==> config.mk <==
export PLATFORM = sky130hd
export DESIGN_NAME = sha256_round_stage_iter
export DESIGN_NICKNAME = d
export VERILOG_FILES = /design/src/rtl/sha256_pkg.sv /design/src/rtl/sha256_round_comb.sv /design/src/rtl/sha256_round_stage_iter.sv
export SDC_FILE = /design/constraint.sdc
export NUM_CORES = 2
export LEC_CHECK = 0
export BUFFER_PORTS_ARGS = -buffer_cell sky130_fd_sc_hd__buf_2
export CAP_MARGIN = 25
export CORE_AREA = 2 2 581 583
export DETAILED_ROUTE_END_ITERATION = 16
export DIE_AREA = 0 0 583 585
export GPL_TIMING_DRIVEN = 0
export PLACE_DENSITY_LB_ADDON = 0.05
export SLEW_MARGIN = 10
export SYNTH_ARGS = -nofsm -noshare
export SYNTH_HDL_FRONTEND = slang
export SYNTH_HIERARCHICAL = 1
export SYNTH_SLANG_ARGS = --single-unit
==> constraint.sdc <==
create_clock -name CLK -period 11.4 [get_ports CLK]
set_input_delay 0 -clock CLK [delete_from_list [all_inputs] [get_ports CLK]]
set_output_delay 0 -clock CLK [all_outputs]
set_load 0.01 [all_outputs]
==> src/rtl/sha256_pkg.sv <==
// rtl/sha256_pkg.sv - shared SHA-256 constants, round functions and stage FSM encoding
//
// Purpose:
//   Common definitions for the double-SHA256 pipeline. The round stages use
//   K, the big Sigma functions, Ch and Maj; the W-memory stages use the small
//   sigma functions. IV is the standard initial hash value.
// Contents:
//   stage_state_t  IDLE / RUN / DONE encoding for iterative stages
//   IV             {H0..H7}, H0 at [255:224]
//   K              round constants K[0..63]
//   rotr, big_sigma0, big_sigma1, small_sigma0, small_sigma1, ch, maj

package sha256_pkg;

  typedef enum logic [1:0] {
    IDLE = 2'd0,
    RUN  = 2'd1,
    DONE = 2'd2
  } stage_state_t;

  localparam logic [255:0] IV = {
    32'h6a09e667, 32'hbb67ae85, 32'h3c6ef372, 32'ha54ff53a,
    32'h510e527f, 32'h9b05688c, 32'h1f83d9ab, 32'h5be0cd19
  };

  localparam logic [31:0] K [64] = '{
    32'h428a2f98, 32'h71374491, 32'hb5c0fbcf, 32'he9b5dba5,
    32'h3956c25b, 32'h59f111f1, 32'h923f82a4, 32'hab1c5ed5,
    32'hd807aa98, 32'h12835b01, 32'h243185be, 32'h550c7dc3,
    32'h72be5d74, 32'h80deb1fe, 32'h9bdc06a7, 32'hc19bf174,
    32'he49b69c1, 32'hefbe4786, 32'h0fc19dc6, 32'h240ca1cc,
    32'h2de92c6f, 32'h4a7484aa, 32'h5cb0a9dc, 32'h76f988da,
    32'h983e5152, 32'ha831c66d, 32'hb00327c8, 32'hbf597fc7,
    32'hc6e00bf3, 32'hd5a79147, 32'h06ca6351, 32'h14292967,
    32'h27b70a85, 32'h2e1b2138, 32'h4d2c6dfc, 32'h53380d13,
    32'h650a7354, 32'h766a0abb, 32'h81c2c92e, 32'h92722c85,
    32'ha2bfe8a1, 32'ha81a664b, 32'hc24b8b70, 32'hc76c51a3,
    32'hd192e819, 32'hd6990624, 32'hf40e3585, 32'h106aa070,
    32'h19a4c116, 32'h1e376c08, 32'h2748774c, 32'h34b0bcb5,
    32'h391c0cb3, 32'h4ed8aa4a, 32'h5b9cca4f, 32'h682e6ff3,
    32'h748f82ee, 32'h78a5636f, 32'h84c87814, 32'h8cc70208,
    32'h90befffa, 32'ha4506ceb, 32'hbef9a3f7, 32'hc67178f2
  };

  // Rotate right; n is always a constant in [1,31] at every call site.
  function automatic logic [31:0] rotr(input logic [31:0] x, input int unsigned n);
    return (x >> n) | (x << (32 - n));
  endfunction

  function automatic logic [31:0] big_sigma0(input logic [31:0] x);
    return rotr(x, 2) ^ rotr(x, 13) ^ rotr(x, 22);
  endfunction

  function automatic logic [31:0] big_sigma1(input logic [31:0] x);
    return rotr(x, 6) ^ rotr(x, 11) ^ rotr(x, 25);
  endfunction

  function automatic logic [31:0] small_sigma0(input logic [31:0] x);
    return rotr(x, 7) ^ rotr(x, 18) ^ (x >> 3);
  endfunction

  function automatic logic [31:0] small_sigma1(input logic [31:0] x);
    return rotr(x, 17) ^ rotr(x, 19) ^ (x >> 10);
  endfunction

  function automatic logic [31:0] ch(input logic [31:0] e, input logic [31:0] f,
                                     input logic [31:0] g);
    return (e & f) ^ (~e & g);
  endfunction

  function automatic logic [31:0] maj(input logic [31:0] a, input logic [31:0] b,
                                      input logic [31:0] c);
    return (a & b) ^ (a & c) ^ (b & c);
  endfunction

endpackage

==> src/rtl/sha256_round_comb.sv <==
// rtl/sha256_round_comb.sv - one combinational SHA-256 compression round
//
// Purpose:
//   Pure combinational single round: (a..h, W, K) -> next a..h.
// Ports:
//   cur  in  256  working state {a,b,c,d,e,f,g,h}, a at [255:224]
//   w    in  32   message schedule word for this round
//   k    in  32   round constant for this round
//   nxt  out 256  working state after the round, same packing as cur

module sha256_round_comb
  import sha256_pkg::*;
(
  input  logic [255:0] cur,
  input  logic [31:0]  w,
  input  logic [31:0]  k,
  output logic [255:0] nxt
);

  logic [31:0] a, b, c, d, e, f, g, h;
  logic [31:0] t1, t2;

  assign {a, b, c, d, e, f, g, h} = cur;

  // All additions wrap mod 2^32 because the operands and results are 32 bits.
  assign t1 = h + big_sigma1(e) + ch(e, f, g) + k + w;
  assign t2 = big_sigma0(a) + maj(a, b, c);

  assign nxt = {t1 + t2, a, b, c, d + t1, e, f, g};

endmodule

==> src/rtl/sha256_round_stage_iter.sv <==
// rtl/sha256_round_stage_iter.sv - iterative multi-round SHA-256 compression stage
//
// Purpose:
//   Runs ROUNDS compression rounds, one per clock, starting at round index
//   ROUND_BASE, on the a..h state. Consumes one window word per round and
//   forwards the remaining window (shifted up, zero filled) with the state.
// Parameters:
//   ROUND_BASE  index of the first round done here (ROUND_BASE+ROUNDS <= 64)
//   ROUNDS      rounds per stage, 1..15
// Ports:
//   CLK        in   1    clock, rising edge
//   RST        in   1    asynchronous active-low reset
//   flush      in   1    synchronous abort of any job in flight
//   in_valid   in   1    upstream offers state_in/win_in
//   in_ready   out  1    stage accepts this cycle
//   state_in   in   256  {a..h}, a at [255:224]
//   win_in     in   480  W[t..t+14], W[t] at [479:448]
//   out_valid  out  1    state_out/win_out valid
//   out_ready  in   1    downstream accepts
//   state_out  out  256  state after ROUNDS rounds
//   win_out    out  480  win_in << (32*ROUNDS)

module sha256_round_stage_iter
  import sha256_pkg::*;
#(
  parameter int ROUND_BASE = 0,
  parameter int ROUNDS     = 3
) (
  input  logic         CLK,
  input  logic         RST,
  input  logic         flush,
  input  logic         in_valid,
  output logic         in_ready,
  input  logic [255:0] state_in,
  input  logic [479:0] win_in,
  output logic         out_valid,
  input  logic         out_ready,
  output logic [255:0] state_out,
  output logic [479:0] win_out
);

  localparam int             CW   = $clog2(ROUNDS + 1);
  localparam logic [CW-1:0]  LAST = CW'(ROUNDS - 1);

  stage_state_t  fsm, fsm_nxt;
  logic [CW-1:0] cnt;
  logic [255:0]  st_q;
  logic [479:0]  win_q;
  logic [255:0]  round_nxt;
  logic [5:0]    k_idx;
  logic          accept;

  // Round constant for the round currently being executed.
  assign k_idx = 6'(ROUND_BASE) + 6'(cnt);

  sha256_round_comb u_round (
    .cur (st_q),
    .w   (win_q[479:448]),
    .k   (K[k_idx]),
    .nxt (round_nxt)
  );

  always_ff @(posedge CLK or negedge RST) begin
    if (!RST) begin
      fsm <= IDLE;
    end else begin
      fsm <= fsm_nxt;
    end
  end

  always_comb begin
    fsm_nxt   = fsm;
    in_ready  = 1'b0;
    out_valid = 1'b0;

    case (fsm)
      IDLE: in_ready = 1'b1;
      DONE: begin
        out_valid = 1'b1;
        // Retiring the result frees the stage in the same cycle, so a new
        // job can start without an idle bubble.
        in_ready  = out_ready;
      end
      default: ;
    endcase

    // A flush cycle never loads a job, even though in_ready may read high.
    accept = in_valid & in_ready & ~flush;

    case (fsm)
      IDLE: if (accept) fsm_nxt = RUN;
      RUN:  if (cnt == LAST) fsm_nxt = DONE;
      DONE: if (out_ready) fsm_nxt = accept ? RUN : IDLE;
      default: fsm_nxt = IDLE;
    endcase

    if (flush) fsm_nxt = IDLE;
  end

  always_ff @(posedge CLK or negedge RST) begin
    if (!RST) begin
      cnt   <= '0;
      st_q  <= '0;
      win_q <= '0;
    end else if (accept) begin
      cnt   <= '0;
      st_q  <= state_in;
      win_q <= win_in;
    end else if (fsm == RUN && !flush) begin
      cnt   <= cnt + 1'b1;
      st_q  <= round_nxt;
      // The consumed word leaves the top; the next round's word moves into it.
      win_q <= {win_q[447:0], 32'h0};
    end
  end

  // Registers only change in RUN or on accept, so outputs hold while stalled.
  assign state_out = st_q;
  assign win_out   = win_q;

endmodule

# After elaboration in Yosys (flattened, before gate mapping)
# Memories as Yosys holds them, arrays and structs flattened.
# Cells that the tools add are included.
# W data, S select, Z words.
[classes]
order_cmp = 1
div = 0
n_shift = 0
bitwise_logic = 23
n_mux = 16
mul = 0
eq_ne = 6
n_addsub = 8
reduce_logical = 5
[op_table]
columns = ["op", "n"]
rows = [
  ["$mux W480", 2],
  ["$mux W256", 2],
  ["$add A32 B32 Y32", 7],
  ["$xor A32 B32 Y32", 7],
  ["$and A32 B32 Y32", 5],
  ["$mux W32", 2],
  ["$not A32 Y32", 1],
  ["$or A10 B32 Y32", 1],
  ["$or A19 B32 Y32", 1],
  ["$or A21 B32 Y32", 1],
  ["$or A26 B32 Y32", 1],
  ["$or A30 B32 Y32", 1],
  ["$or A7 B32 Y32", 1],
  ["$mux W2", 6],
  ["$ne A3 B3 Y1 const B", 3],
  ["$ge A7 B7 Y1 const B", 1],
  ["$not A2 Y7", 1],
  ["$pmux W2 S3", 1],
  ["$eq A2 B2 Y1 const B", 2],
  ["$reduce_and A3 Y1", 1],
  ["$add A2 B1 Y2 const B", 1],
  ["$and A1 B1 Y1", 2],
  ["$eq A2 B1 Y1 const B", 1],
  ["$logic_not A2 Y1", 1],
  ["other kinds (6)", 7],
]
[word_totals]
ram_bits = 0
output_inout_bits = 738
latch_bits = 0
inputBits = 741
elab_cells = 64
memories = 1
register_bits = 740
mem_bits_ro = 2048
[mem_list]
columns = ["memory", "depth", "width", "rd", "rd_clocked_by_memory_dff", "write_ports", "line_no", "source"]
rows = [
  ["(name not given)", 64, 32, 1, 0, 0, "sha256_round_stage_iter.sv:59", ".k (K[k_idx]),"],
]

# Depth between registers and ports, before layout
[logic_depth]
ltp_word = 10
depth_mapped = 30
ltp_nobuf = 30

# Hierarchy
# The synthesis kept the hierarchy.
[modules_own_cells]
columns = ["module", "seq_area_each_um2", "instances", "cells_each", "area_per_inst_um2"]
rows = [
  ["sha256_round_stage_iter", 18517.8, 1, 2441, 37860.1],
  ["sha256_round_comb", 0.0, 1, 1364, 11168.2],
]

# Worst setup path after synthesis
# No wires, ideal clock.
[synth_timing]
kind = "reg2reg"
start = "register cnt[0]"
end = "register st_q[255], in the netlist state_out[255]"
t_required_ps = 11275
path_stages_with_launch = 29
slack_ps = 4354
arrival_time_ps = 6921
synth_period_minus_slack_ps = 7046
path_buffers = 1
setup_time_ps = 125
cell_sequence = "dfrtp_1 inv_1 ha_1 or2_2 fa_1 fa_1 ha_1 and3_1 and3_1 and3_4 o31a_1 o41ai_4 xnor2_1 inv_1 fa_1 inv_1 ha_1 clkbuf_1 a21o_1 a211oi_1 o21bai_1 a211oi_1 o22ai_1 a211oi_2 o21ai_0 a21oi_1 xnor2_1 mux2_2 mux2_2"
[synth_via]
elab_chain_len = 9
[synth_rtl]
columns = ["element", "line_no", "source"]
rows = [
  ["start, declared", "sha256_round_stage_iter.sv:46", "logic [CW-1:0] cnt;"],
  ["start signal, assigned", "sha256_round_stage_iter.sv:110", "cnt <= cnt + 1'b1;"],
  ["$not A2 Y7 (implied by the code)", "sha256_round_stage_iter.sv:59", ""],
  ["$mem_v2 Z64 W32", "n/a", ""],
  ["$mux W32 (implied by the code) (2 in a row)", "sha256_round_stage_iter.sv:59", ""],
  ["$add A32 B32 Y32 (2 in a row)", "sha256_round_comb.sv:26", "assign t1 = h + big_sigma1(e) + ch(e, f, g) + k + w;"],
  ["$add A32 B32 Y32", "sha256_round_comb.sv:29", "assign nxt = {t1 + t2, a, b, c, d + t1, e, f, g};"],
  ["net round_nxt[255]", "sha256_round_stage_iter.sv:49", "logic [255:0] round_nxt;"],
  ["$mux W256", "sha256_round_stage_iter.sv:109", "end else if (fsm == RUN && !flush) begin"],
  ["$mux W256", "sha256_round_stage_iter.sv:105", "end else if (accept) begin"],
  ["end signal, assigned", "sha256_round_stage_iter.sv:107", "st_q <= state_in;"],
  ["end signal, assigned", "sha256_round_stage_iter.sv:111", "st_q <= round_nxt;"],
  ["end, declared", "sha256_round_stage_iter.sv:47", "logic [255:0] st_q;"],
]
# The timed path passes the listed nets, and every way through them passes these cells. The select of a mux whose other input is x is not followed.
# A chain may end at the register's enable or synchronous reset.

# Worst setup path after layout
[layout_timing]
start = "register st_q[105], in the netlist state_out[105]"
end = "register st_q[255], in the netlist state_out[255]"
[layout_via]
elab_chain_len = 10
word_cells_on_any_way = 16
cone_classes = "add/sub: 5; mux: 2; bitwise: 9"
[layout_rtl]
columns = ["element", "line_no", "source"]
rows = [
  ["$or A26 B32 Y32 / $or A21 B32 Y32 (equally long branches)", "sha256_pkg.sv:47", "return (x >> n) | (x << (32 - n));"],
  ["$xor A32 B32 Y32 (2 in a row)", "sha256_pkg.sv:55", "return rotr(x, 6) ^ rotr(x, 11) ^ rotr(x, 25);"],
  ["$add A32 B32 Y32", "sha256_round_comb.sv:26", ""],
  ["$add A32 B32 Y32 (*) (3 in a row)", "sha256_round_comb.sv:26", ""],
  ["$add A32 B32 Y32 (*)", "sha256_round_comb.sv:29", ""],
  ["net round_nxt[255]", "sha256_round_stage_iter.sv:49", ""],
  ["$mux W256 (*)", "sha256_round_stage_iter.sv:109", ""],
  ["$mux W256 (*)", "sha256_round_stage_iter.sv:105", ""],
]
# The timed path passes the listed nets; every way through them passes the cells marked *. The select of a mux whose other input is x is not followed.

==> results by group <==
Status
  • Outcome: complete, no violations

CTS
  • Reg clk slew, reported paths: 0.06 ns
  • Num CTS Buffers: 118
  • Num Clock Sinks: 740
  • Clock latency at the later pin of the worst-skew pair: 0.86 ns
  • Clock Path Buffers: 4
  • Post_cts resized: 0
  • CTS tree: done
  • Root Buffer: clkbuf_16
  • Htree depth: 3

Logic synthesis
  • Post-synth ARST share: 1.00
  • Avg Cell Area, Syn: 12.9 µm²
  • Synthesized area: 49000 µm²
  • Share of the synthesized area in the top cell type: 0.378
  • Sequential area share after synthesis: 0.378
  • Post-synth EDFFs: 0
  • Cell taking the most area after synthesis: dfrtp_1
  • Synth cell types: 80
  • Ys flop type: dfrtp_1
  • Net count after synthesis: 4770
  • #FFs+latches synth: 740
  • Ranking of synthesized cells by area: dfrtp_1 (38%), mux2_2 (21%), mux2_4 (13%)
  • Syn. warnings: 6
  • Cells after synthesis: 3805

STA
  • Worst slew margin: 0.316
  • RSZ-0062 raised after global routing: false
  • Final setup violation count: 0
  • Max-slew violations: 0
  • Final Cycle Share: 0.817
  • Max Freq: 0.107 GHz
  • Final Hold Fails: 0
  • Fin Clk Skew: 0.0498 ns
  • Slew @ Worst Pin: 1.03 ns
  • Hold_ws: 0.0597 ns
  • Min cycle time layout: 9.32 ns

Min path
  • Hold path startpoint: win_in[72]
  • Hold Path Class: in2reg
  • Hold depth: 3
  • Worst Hold End: win_out[72]

Detailed routing
  • Via count: 42400
  • DRT antenna net count: 0
  • Vias/cell: 3.71
  • Total routed wirelength: 331 mm
  • DRC errors left: 0
  • TritonRoute pass-1 iters: 5
  • Initial DRC Count: 1555
  • Routed len/inst: 28.9 µm

Setup path
  • Start of the worst register-to-register path: state_out[105]
  • Slowest Stage Delay on Critical Path: 0.58 ns
  • WS Path Type: reg2reg
  • Critical path data required time: 12.12 ns
  • FF-to-FF setup slack: 2.08 ns
  • Critical Path Sink Type: flop
  • Crit Path Max Fanout: 7
  • Setup crit start kind: flop
  • Crit-path most repeated cell: fa_1
  • R2R Path End: state_out[255]
  • Crit path arrival time: 10.04 ns
  • Slowest-stage cell, CP: xnor2_1
  • Reg2reg path depth: 30

Final layout
  • Most frequent cells in the layout: buf_2 (1600), dlygate4sd3_1 (1467), mux2_2 (932)
  • Layout cell share with drive strength beyond 1: 0.488
  • Area grow syn2layout: 65.0%
  • Final net count: 7845
  • Commonest non-fill, non-tap cell in the layout: buf_2

Placed design
  • HPWL Detailed: 277 mm
  • Final Wtd Congestion: 0.827
  • Port bufs: 1478

Global routing
  • Initial antenna violation count: 169
  • Met2 usage: 0.349
  • GR Util All Layers: 0.189
  • Met1 Use GR: 0.219
  • Busiest grt layer: met2
  • Pin count of the biggest net entering global routing: 117
  • Grt met3 use: 0.0437
  • Vias in the first global route: 45800
  • First-pass GRT wire length: 435 mm
  • GR Overflow Total: 0

Die
  • Core box area: 335000 µm²
  • Die H: 585 µm
  • FP Rows: 213
  • # IOs: 1479
  • Die area: 341000 µm²
  • Initial Utilization: 0.146
  • Die width: 583 µm

Job
  • Max-Cap Viols: 0
## worst max-delay path: cells and delay by family (launching register included)
| family | cells | cell delay, ns |
|---|---|---|
| AO/OA/AOI/OAI | 13 | 3.18 |
| XOR/XNOR | 2 | 0.70 |
| adder cells (fa/ha/maj) | 6 | 2.60 |
| buffers and inverters | 5 | 1.01 |
| flip-flops | 1 | 0.57 |
| multiplexers | 3 | 0.94 |
| AND/OR/NAND/NOR | 1 | 0.18 |
## state kept, by name, summed over array words and instances, names as in the netlist
name	flops
cnt	2
fsm	2
state_out	256
win_out	480
## logic make-up (layout without fill, tap and decap cells)
| family | count (synthesis) | in the layout | synth area share |
|---|---|---|---|
| buffers and inverters | 643 | 3804 | 0.0735 |
| and+or+nand+nor | 200 | 200 | 0.0204 |
| AOI/OAI and AO/OA | 295 | 295 | 0.0412 |
| xor gates and xnor gates | 225 | 225 | 0.0402 |
| adders and majority gates | 226 | 226 | 0.0767 |
| other | 1 | 69 | 0.0000765 |
| muxes | 1475 | 1475 | 0.370 |
| DFF | 740 | 740 | 0.378 |
## how the worst max path moves through the flow
stage                         from              to  slack, ns  depth (start not counted)
floorplan                   cnt[0]  state_out[255]       4.35                         28
global placement               RST    win_out[232]     -11.53                          1
detailed placement          cnt[1]  state_out[255]       1.94                         28
CTS                 state_out[105]  state_out[255]       1.88                         30
global route                cnt[1]  state_out[255]       1.46                         28
finish              state_out[105]  state_out[255]       2.08                         30
## final cells by class
cell class              instances  area (µm²)
diodes                         68         170
plain buffers                 383        2630
clock buffers                 179        3480
clock inverters                27         365
fillers                     36500      254000
inverters                     260         976
multi-input cells            2422       26900
flip-flops and latches        740       18500
well taps                    4407        5510
repair buffers               2955       22400
## repair_timing
| item | 4_1_cts | 5_1_grt |
|---|---|---|
| hold buffers | 1468 | 0 |
| endpoints found under the hold margin | 1075 | 0 |
| endpoints found under the setup margin | 0 | 0 |
| setup buffers | 0 | 0 |
## per-stage QoR
step | setup TNS, ns | utilization | worst slack [ns] | area, µm² | instances
detailed placement | 0 | 0.185 | 1.94 | 62200 | 9699
finish | 0 | 0.241 | 2.08 | 80900 | 11400
global route | 0 | 0.241 | 1.46 | 80800 | 11400
floorplan | 0 | - | 4.35 | 49000 | 3805
global placement | -8209.25 | 0.185 | -11.53 | 61900 | 9690
CTS | 0 | 0.241 | 1.88 | 80700 | 11400
## layer usage
layer | share of wire | vias to the layer above | routed length [µm]
met2 | 0.52 | 1194 | 172000
met5 | 0.0021 | - | 690
met3 | 0.053 | 400 | 17700
met4 | 0.024 | 116 | 8040
li1 | - | 19400 | -
met1 | 0.40 | 21300 | 133000
## Yosys cell counts, types with 35 or more instances
cell	instances
fa_1	125
mux2_1	57
buf_4	192
o21ai_0	61
mux2_4	429
a21oi_1	70
mux2_2	932
buf_2	123
xor2_1	63
nand2_1	66
ha_1	99
nor2_1	42
dfrtp_1	740
mux2i_1	57
xnor2_1	162
a21o_1	69
clkbuf_1	35
inv_1	260
Power is not shown: default switching activity piles up to over one toggle a cycle in this logic, so the estimate is an artifact.
